$ cat src/rtl/julia_frame_reader.sv
`default_nettype none
// ============================================================================
// Module      : julia_frame_reader
// Description : Streams a frame of NUM_WORDS pixel words from SDRAM over an
//               Avalon read master into a valid/ready stream via a FIFO.
// Revision    : 1.0 - initial release
// ============================================================================
module julia_frame_reader #(
    parameter int                      ADDRESSWIDTH = 32,
    parameter int                      DATAWIDTH    = 32,
    parameter logic [ADDRESSWIDTH-1:0] BASE_ADDR    = 32'h0800_0000,
    parameter int                      NUM_WORDS    = 307200,
    parameter int                      FIFO_DEPTH   = 16
) (
    input  logic                    clk,
    input  logic                    reset,
    input  logic                    start,
    output logic                    busy,
    output logic                    done,
    output logic [ADDRESSWIDTH-1:0] master_address,
    output logic                    master_read,
    input  logic                    master_waitrequest,
    input  logic [DATAWIDTH-1:0]    master_readdata,
    input  logic                    master_readdatavalid,
    output logic [DATAWIDTH-1:0]    out_data,
    output logic                    out_valid,
    input  logic                    out_ready
);

    localparam int CNT_W  = $clog2(NUM_WORDS + 1);
    localparam int PTR_W  = $clog2(FIFO_DEPTH);
    localparam int FCNT_W = $clog2(FIFO_DEPTH + 1);

    typedef enum logic [1:0] {
        S_IDLE  = 2'd0,
        S_READ  = 2'd1,
        S_DRAIN = 2'd2,
        S_DONE  = 2'd3
    } state_t;

    state_t                  r_state;
    logic [ADDRESSWIDTH-1:0] r_addr;
    logic [CNT_W-1:0]        r_issued;
    logic [CNT_W-1:0]        r_delivered;
    logic [FCNT_W-1:0]       r_pending;
    logic [FCNT_W-1:0]       r_count;
    logic [PTR_W-1:0]        r_wr_ptr;
    logic [PTR_W-1:0]        r_rd_ptr;
    logic [DATAWIDTH-1:0]    r_mem [FIFO_DEPTH];

    logic w_credit;
    logic w_read;
    logic w_accept;
    logic w_push;
    logic w_pop;

    // Outstanding reads plus buffered words never exceed the FIFO size, so
    // returning data always has a slot. The sum stays constant or shrinks
    // while a request is stalled, so master_read cannot drop before acceptance.
    assign w_credit = ({1'b0, r_pending} + {1'b0, r_count}) < (FCNT_W + 1)'(FIFO_DEPTH);
    assign w_read   = (r_state == S_READ) && (r_issued < CNT_W'(NUM_WORDS)) && w_credit;
    assign w_accept = w_read && !master_waitrequest;
    // Data with no matching request (e.g. stale returns) is discarded.
    assign w_push   = master_readdatavalid && (r_state != S_IDLE) && (r_pending != '0);
    assign w_pop    = (r_count != '0) && out_ready;

    assign master_read    = w_read;
    assign master_address = r_addr;
    assign out_valid      = (r_count != '0);
    assign out_data       = (r_count != '0) ? r_mem[r_rd_ptr] : '0;
    assign busy           = (r_state == S_READ) || (r_state == S_DRAIN);
    assign done           = (r_state == S_DONE);

    always_ff @(posedge clk) begin
        if (w_push) begin
            r_mem[r_wr_ptr] <= master_readdata;
        end
    end

    always_ff @(posedge clk) begin
        if (reset) begin
            r_state     <= S_IDLE;
            r_addr      <= BASE_ADDR;
            r_issued    <= '0;
            r_delivered <= '0;
            r_pending   <= '0;
            r_count     <= '0;
            r_wr_ptr    <= '0;
            r_rd_ptr    <= '0;
        end else if (r_state == S_IDLE) begin
            if (start) begin
                r_state     <= S_READ;
                r_addr      <= BASE_ADDR;
                r_issued    <= '0;
                r_delivered <= '0;
                r_pending   <= '0;
                r_count     <= '0;
                r_wr_ptr    <= '0;
                r_rd_ptr    <= '0;
            end
        end else begin
            case (r_state)
                S_READ: begin
                    if (w_accept && (r_issued == CNT_W'(NUM_WORDS - 1))) begin
                        r_state <= S_DRAIN;
                    end
                end
                S_DRAIN: begin
                    if (r_delivered == CNT_W'(NUM_WORDS)) begin
                        r_state <= S_DONE;
                    end
                end
                default: r_state <= S_IDLE;
            endcase

            if (w_accept) begin
                r_addr   <= r_addr + ADDRESSWIDTH'(4);
                r_issued <= r_issued + CNT_W'(1);
            end

            case ({w_accept, w_push})
                2'b10:   r_pending <= r_pending + FCNT_W'(1);
                2'b01:   r_pending <= r_pending - FCNT_W'(1);
                default: r_pending <= r_pending;
            endcase

            case ({w_push, w_pop})
                2'b10:   r_count <= r_count + FCNT_W'(1);
                2'b01:   r_count <= r_count - FCNT_W'(1);
                default: r_count <= r_count;
            endcase

            if (w_push) begin
                r_wr_ptr <= r_wr_ptr + PTR_W'(1);
            end
            if (w_pop) begin
                r_rd_ptr    <= r_rd_ptr + PTR_W'(1);
                r_delivered <= r_delivered + CNT_W'(1);
            end
        end
    end

endmodule
`default_nettype wire

$ cat config.mk
export PLATFORM = sky130hd
export DESIGN_NAME = julia_frame_reader
export DESIGN_NICKNAME = d
export VERILOG_FILES = /design/src/rtl/julia_frame_reader.sv
export SDC_FILE = /design/constraint.sdc
export NUM_CORES = 1
export LEC_CHECK = 0
export CELL_PAD_IN_SITES_DETAIL_PLACEMENT = 2
export CELL_PAD_IN_SITES_GLOBAL_PLACEMENT = 2
export CORE_MARGIN = 1
export CORE_UTILIZATION = 42
export DETAILED_ROUTE_END_ITERATION = 10
export PLACE_DENSITY = 0.81
export SLEW_MARGIN = 20
export SYNTH_ARGS = -nofsm -noshare
export SYNTH_HDL_FRONTEND = slang
export SYNTH_SLANG_ARGS = --single-unit
$ cat constraint.sdc
create_clock -name clk -period 4.9 [get_ports clk]
set_input_delay 1.225 -clock clk [delete_from_list [all_inputs] [get_ports clk]]
set_output_delay 1.225 -clock clk [all_outputs]
set_load 0.01 [all_outputs]
# == Word-level counts from Yosys, hierarchy flattened ==
# Memory sizes are Yosys's and may differ from the RTL's. A register that Yosys moved wholly into a read port is not among the register bits.
# Cells that the tools add are included.
# word_totals
regBits,90
in_bits,38
wordCells,85
ram_bits,512
n_memories,1
# memory_table
name,words,word_bits,read_ports,rd_clocked_by_memory_dff,wr,line_no,source
r_mem,16,32,1,1,1,49,logic [DATAWIDTH-1:0] r_mem [FIFO_DEPTH];
# classes
addsub,10
reduce_logical,24
n_eq_ne,12
magnitude_cmp,2
mux,28
# op_table
op,n
32-bit 2-to-1 mux,4
19-bit 2-to-1 mux,5
19-bit by 1-bit adder with 19-bit output (second input constant),2
19-bit == test (second input constant),2
32-bit by 3-bit adder with 32-bit output (second input constant),1
4-bit 2-to-1 mux,7
5-bit one-hot mux with 2 select lines,2
19-bit < comparator (second input constant),1
5-bit 2-to-1 mux,3
5-bit by 1-bit adder with 5-bit output (second input constant),2
2-bit AND reduction,5
5-bit nonzero test,2
5-bit by 1-bit subtractor with 5-bit output (second input constant),2
4-bit by 1-bit adder with 4-bit output (second input constant),2
2-bit == test (second input constant),4
2-bit 2-to-1 mux,4
2-bit nonzero test,4
1-bit logical AND,7
5-bit by 5-bit adder with 6-bit output,1
2-bit by 1-bit == test with 1-bit output (second input constant),3
6-bit by 5-bit < comparator with 1-bit output (second input constant),1
3-bit by 1-bit != test with 1-bit output (second input constant),2
3-bit nonzero test,2
2-bit one-hot mux with 2 select lines,1
6 further kinds,7

# == Longest topological paths before layout ==
# Gate-level depths: netlist of the first run.
# depth
ltp_word,8
ltp_mapped,13

# == Worst setup path after synthesis of the first run ==
# OpenSTA, ideal clock, no wires.
# synth_timing
kind,input-to-reg
startpoint,input port master_readdatavalid
endpoint,memory r_mem[3][0] (enable)
t_required_ns,4.439
n_path_buf,1
cell_stages,5
t_arrival_ns,4.241
path_slack_ns,0.198
cell_sequence,nor2b_1 o21a_4 clkbuf_1 nand2_1 nor3_1
# synth_between
elab_chain_cells,4
# synth_lines
item,line_no,source
"start, declared",24,"input logic master_readdatavalid,"
1-bit logical AND (2 in a row),64,assign w_push = master_readdatavalid && (r_state != S_IDLE) && (r_pending != '0);
1-bit 2-to-1 mux,75,if (w_push) begin
1-bit 2-to-1 mux (not written as such),76,r_mem[r_wr_ptr] <= master_readdata;
"end, declared",49,
# No other way between the ends.

==> results of run 1 <==
## logic make-up (layout without fill, tap and decap cells)
group,Yosys count,after routing
flops,604,604
simple gates,318,318
mux,170,170
compound gates,154,154
buf+inv,88,280
fa+ha+maj,25,25
xor+xnor,14,14
other cells,1,3
## cell usage in the layout, fill, tap and decap left out, drive strengths merged, types with 13 or more instances in the layout
cell           netlist  layout
ha                  23      23
nor2b               35      35
nor3                16      16
mux4               160     160
and3                17      17
o31ai               17      17
nand4               20      20
or4                 19      19
inv                 19      23
clkbuf              48      96
nand2               53      53
o21ai               28      28
clkinv               0      19
nand3               34      34
buf                 21      38
clkdlybuf4s50        0     103
nor2                52      52
dfxtp               92      92
edfxtp             512     512
a21oi               62      62
nor4                13      13
or3                 24      24
## flip-flops by register name, summed over array words and instances, names as in the netlist, named ones only
| name | flops |
|---|---|
| r_mem | 512 |
| r_delivered | 19 |
| r_rd_ptr | 4 |
| r_pending | 5 |
| r_count | 5 |
| r_issued | 19 |
| master_address | 30 |
| r_state | 2 |
| r_wr_ptr | 4 |
## critical path: stages (launching register included)
cell	delay, ns
dfxtp_4	0.70
buf_12	0.35
mux4_2	0.56
mux4_2	0.52
nor2b_1	0.17
clkdlybuf4s50_1	0.55
## per-stage QoR
stage,hold slack (ns),cell area (µm²)
after floorplan,0.456,24500
after global placement,0.467,26700
after detailed placement,0.490,26700
after CTS,0.497,28800
after global routing,0.525,28800
final,0.496,28800
## worst paths after layout
| check | endpoint | slack [ns] | depth (start not counted) |
|---|---|---|---|
| worst max-delay path | out_data[13] | 0.17 | 5 |
| worst min-delay path | master_address[31] | 0.50 | 2 |
| worst max register to register | r_pending[4] | 1.39 | 12 |
| worst min register to register | master_address[31] | 0.50 | 2 |
## per-layer routing
metal | wire length (µm) | vias up | part of all wire, % | global-route usage [%]
met1 | 29300 | 7539 | 39 | 31.2
met5 | 18 | - | 0.024 | 0
met3 | 3010 | 138 | 4.1 | 4.20
met2 | 39600 | 392 | 53 | 46.0
met4 | 2400 | 2 | 3.2 | 8.69
li1 | - | 5890 | - | -
## layout make-up
cell class                 count  area [µm²]
fill                        5153       28800
sequential                   604       17200
multi-input combinational    683        7020
clock buffer                  96        1910
timing repair buffer         141        1470
tap                          765         957
clock inverter                24         141
inverter                      19        71.3
antenna                        1        2.50
## power by group through the flow
stage	sequential [mW]	clock, mW	combinational (mW)
2_1_floorplan	5.72	0	0.648
3_3_place_gp	5.73	0	1.18
3_5_place_dp	5.74	0	1.24
4_1_cts	5.63	4.93	1.25
5_1_grt	5.63	5.07	1.33
6_report	5.63	4.83	1.24
==> flow_summary.yaml, run 1 <==
grt:
  antenna_found_initial: 2
  grt_pass1_vias: 15452
  grt_pass1_wl_um: 108000
  grt_max_degree: 53
  grt_overflow: 0
  grtUsageTotal_pct: 25.6
power:
  power_mw: 11.7
  p_leak_nw: 8.79
  pwr-share-clk_pct: 41.3
  p_seq_share_pct: 48.1
  p_sw_mw: 2.90
  power.internal_mw: 8.80
  ir_worst_vdd_v: 0.000360
  power_density_nw_per_um2: 406
  switching_share_pct: 24.8
  combPwrFrac_pct: 10.6
sta:
  drv_slew: 0
  setup_tns_ns: 0
  hold_viol: 0
  worst_slack_ns: 0.172
  tightestPinTransition_ns: 1.11
  fmax_ghz: 0.212
  setup_viol: 0
  rsz0062_at_grt: "no"
  relSlewSlack_pct: 25.5
  period_minus_slack_ns: 4.73
  period_share_pct: 96.5
  skew_ns: 0.0212
place:
  port_buffers: 103
  dp.cells: 2212
  dp_slack_ns: 0.819
  dp_hpwl_um: 43400
  place_congestion: 0.763
status:
  status: "completed"
layout:
  stdcell_count: 2333
  final_util_pct: 50.0
  nets: 1581
  drive_above_1_share_pct: 21.0
  syn2layout_area_growth_pct: 17.8
clock_tree:
  cts_buffers: 69
  cts_setup_buffers: 0
  cts.sinks: 604
  clkTransAtPathRegs_ns: 0.05
  cts_tree: "done"
  cts_root_buf: "clkbuf_16"
  cts.path.max_buffers: 3
  clkLatencyLatePin_ns: 0.60
  cts_resized: 0
  cts_hold_buf: 0
  h-tree-depth: 3
yosys:
  synth-edff-count: 512
  synth.distinct_cells: 62
  synthMuxAreaShare_pct: 15.2
  synthTopCellsByArea: "edfxtp_1 63%, mux4_2 15%, dfxtp_1 7.5%"
  synthSimpleGateAreaFrac_pct: 7.14
  netlist_area_um2: 24500
  synthTopCellsByCount: "512 x edfxtp_1, 160 x mux4_2, 92 x dfxtp_1"
  synth_area_leader_cell: "edfxtp_1"
  synthCells: 1374
  synth.ff_latch_count: 604
  synth-seq-area-share_pct: 70.4
  synth_compound_area_share_pct: 3.99
  synth_most_common_cell: "edfxtp_1"
  async_flop_share_pct: 0
  synth-xor-area-share_pct: 0.501
  synth_fa_ha_area_share_pct: 1.34
  synth_top_family_by_area: "multiplexers"
  synth_flop_cell: "edfxtp_1"
  synth.top_cell.area_share_pct: 62.9
  avgSynthCellArea_um2: 17.8
  yosysWarnings: 0
drt:
  post_drt_wl_per_cell_um: 31.9
  vias_per_cell: 5.98
  antenna_left: 0
  drt_iter0_drc: 1122
  routed_wl_um: 74300
  dr.pass1.iters: 5
  vias: 13961
  drc: 0
critical_path:
  reg2reg_from: "r_pending[4]"
  critPathKind: "flop to output port"
  cp.required_ns: 3.67
  cp_max_fo: 36
  crit_arrival_ns: 3.50
  critPathLaunchType: "flop"
  end_kind: "output port"
die:
  initial_core_util_pct: 42.5
  die_x_um: 243
  rows: 88
  dieArea_um2: 59200
  core_area_um2: 57600
  die_h_um: 243
  io_pins: 106
job:
  cap_violations: 0
worst_hold_path:
  hp-start: "master_address[31]"
  hold_path.class: "flop to flop"
No activity file was read; power rests on OpenSTA's default activity.
==> run 2, diff against run 1 <==
- SLEW_MARGIN: 20 -> not set
- TNS_END_PERCENT: not set -> 50
==> results of run 2 <==
No change in the layout: final DEF, timing and power equal those of run 1.
==> run 3, diff against run 2 <==
- PLACE_DENSITY: 0.81 -> 0.76
==> run 3 against run 2 <==
Worst setup slack improved by 0.16 ns. Routed wire length fell by 2.6%. Maximum frequency rose by 3.4%. Clock skew rose by 0.0039 ns. Sequential power barely moved. Register-to-register slack got worse by 0.02 ns. Sequential share of layout area fell by 0.073 points. Core utilization rose by 0.061 points. Die area did not move. Clock-buffer cell count fell by 9. Total power rose by 0.24%. Via count barely moved. Highest routed layer unchanged.
==> flow_summary.yaml, run 3 (synthesis gave the netlist of run 1 again) <==
status:
  status: "completed"
clock_tree:
  cts_setup_buffers: 0
  clkLatencyLatePin_ns: 0.62
  cts_tree: "done"
  cts.sinks: 604
  cts_hold_buf: 0
  clkTransAtPathRegs_ns: 0.06
  cts_buffers: 68
  cts.path.max_buffers: 3
  h-tree-depth: 3
  cts_root_buf: "clkbuf_16"
  cts_resized: 0
drt:
  drt_iter0_drc: 871
  dr.pass1.iters: 5
  vias: 13958
  drc: 0
  routed_wl_um: 72400
  post_drt_wl_per_cell_um: 31.0
  antenna_left: 0
  vias_per_cell: 5.97
place:
  port_buffers: 103
  dpl_cell_area_um2: 26800
  place_congestion: 0.752
  dp_hpwl_um: 43600
grt:
  antenna_found_initial: 4
  grt_max_degree: 49
  grtUsageTotal_pct: 24.9
  grt_pass1_wl_um: 106000
  grt_overflow: 0
  grt_pass1_vias: 15328
layout:
  top_register: "r_mem"
  fillers: 5156
  syn2layout_area_growth_pct: 17.9
  fin_area_um2: 28800
  nets: 1583
  drive_above_1_share_pct: 21.2
  largest_reg_flops: 512
  layout_commonest_cell: "edfxtp_1"
  final_cell_mix: "512 x edfxtp_1, 160 x mux4_2, 102 x clkdlybuf4s50_1"
die:
  dieArea_um2: 59200
  initial_core_util_pct: 42.5
  io_pins: 106
  die_h_um: 243
  die_x_um: 243
  rows: 88
  core_area_um2: 57600
power:
  pwr-share-clk_pct: 41.5
  p_sw_mw: 2.93
  ir_worst_vdd_v: 0.000286
  power_density_nw_per_um2: 407
  power.internal_mw: 8.79
  combPwrFrac_pct: 10.5
  p_leak_nw: 8.81
  switching_share_pct: 25.0
  p_seq_share_pct: 47.9
sta:
  drv_slew: 0
  relSlewSlack_pct: 28.5
  setup_tns_ns: 0
  hold_viol: 0
  tightestPinTransition_ns: 1.06
  skew_ns: 0.0251
  period_share_pct: 93.3
  rsz0062_at_grt: "no"
  worst_hold_slack_ns: 0.499
  period_minus_slack_ns: 4.57
  fmax_ghz: 0.219
  setup_viol: 0
critical_path:
  worst-path-buf-inv: 2
  crit_slowest_cell: "dfxtp_4"
  cp.required_ns: 3.67
  cp_max_fo: 35
  critPathKind: "flop to output port"
  critPathTopFamily: "buffers and inverters"
  crit_arrival_ns: 3.35
  path_cells: "buf_4 > mux4_2 > mux4_2 > nor2b_1 > clkdlybuf4s50_1"
  end_kind: "output port"
  critPathLaunchType: "flop"
  cpMostUsedCell: "mux4_2"
  critical-path-max-stage-delay_ns: 0.77
job:
  cap_violations: 0
worst_hold_path:
  hold_path.class: "flop to flop"
[run 3: cell count changes in the layout (fill, tap and decap cells not counted), sizes merged]
cell and delta:
clkinv +6, clkbuf -9, bufinv +2, inv +2, buf +4, clkdlybuf4s50 -1
[run 3: worst paths after layout]
path | from | endpoint | slack (ns) | cells after the start
worst max register to register | r_state[0] | r_pending[4] | 1.37 | 11
worst min-delay path | master_address[31] | master_address[31] | 0.50 | 2
worst max-delay path | flop | out_data[1] | 0.33 | 5
worst min register to register | master_address[31] | master_address[31] | 0.50 | 2
[run 3: cell type report]
type / instances / area (µm²) / share of cell area [%]
multi-input cells: 683 / 7020 / 24.4
flip-flops and latches: 604 / 17200 / 59.7
inverters: 19 / 71.3 / 0.247
clock buffers: 87 / 1790 / 6.22
well taps: 765 / 957 / 3.32
diodes: 1 / 2.50 / 0.00868
repair buffers: 144 / 1480 / 5.15
clock inverters: 34 / 277 / 0.959
[run 3: through the flow]
step / std cells / power (mW) / worst slack, ns / utilization [%]
finish: 2337 / 11.7 / 0.330 / 50.1
global route: 2337 / 12.1 / 0.165 / 50.1
CTS: 2336 / 11.8 / 0.232 / 50.1
detailed placement: 2215 / 6.98 / 0.838 / 46.5
global placement: 2215 / 6.93 / 0.924 / 46.5
floorplan: 1375 / 6.36 / 0.198 / -
[run 3: worst min-delay path: stages, from the launching register on]
cell and delay (ns):
dfxtp_1 0.32, o21ai_0 0.07, a21oi_1 0.06
[run 3: layer usage]
layer	routed length, µm	track usage (%)	up-vias
met1	29600	31.8	7566
met3	3130	4.23	94
met2	38200	44.0	382
met4	1450	5.88	6
li1	-	-	5910
met5	40	0	-
[run 3: power groups by stage]
stage	combinational, mW	clock (mW)	sequential, mW
2_1_floorplan	0.648	0	5.72
3_3_place_gp	1.21	0	5.72
3_5_place_dp	1.26	0	5.73
4_1_cts	1.26	4.96	5.62
5_1_grt	1.33	5.11	5.62
6_report	1.24	4.87	5.62
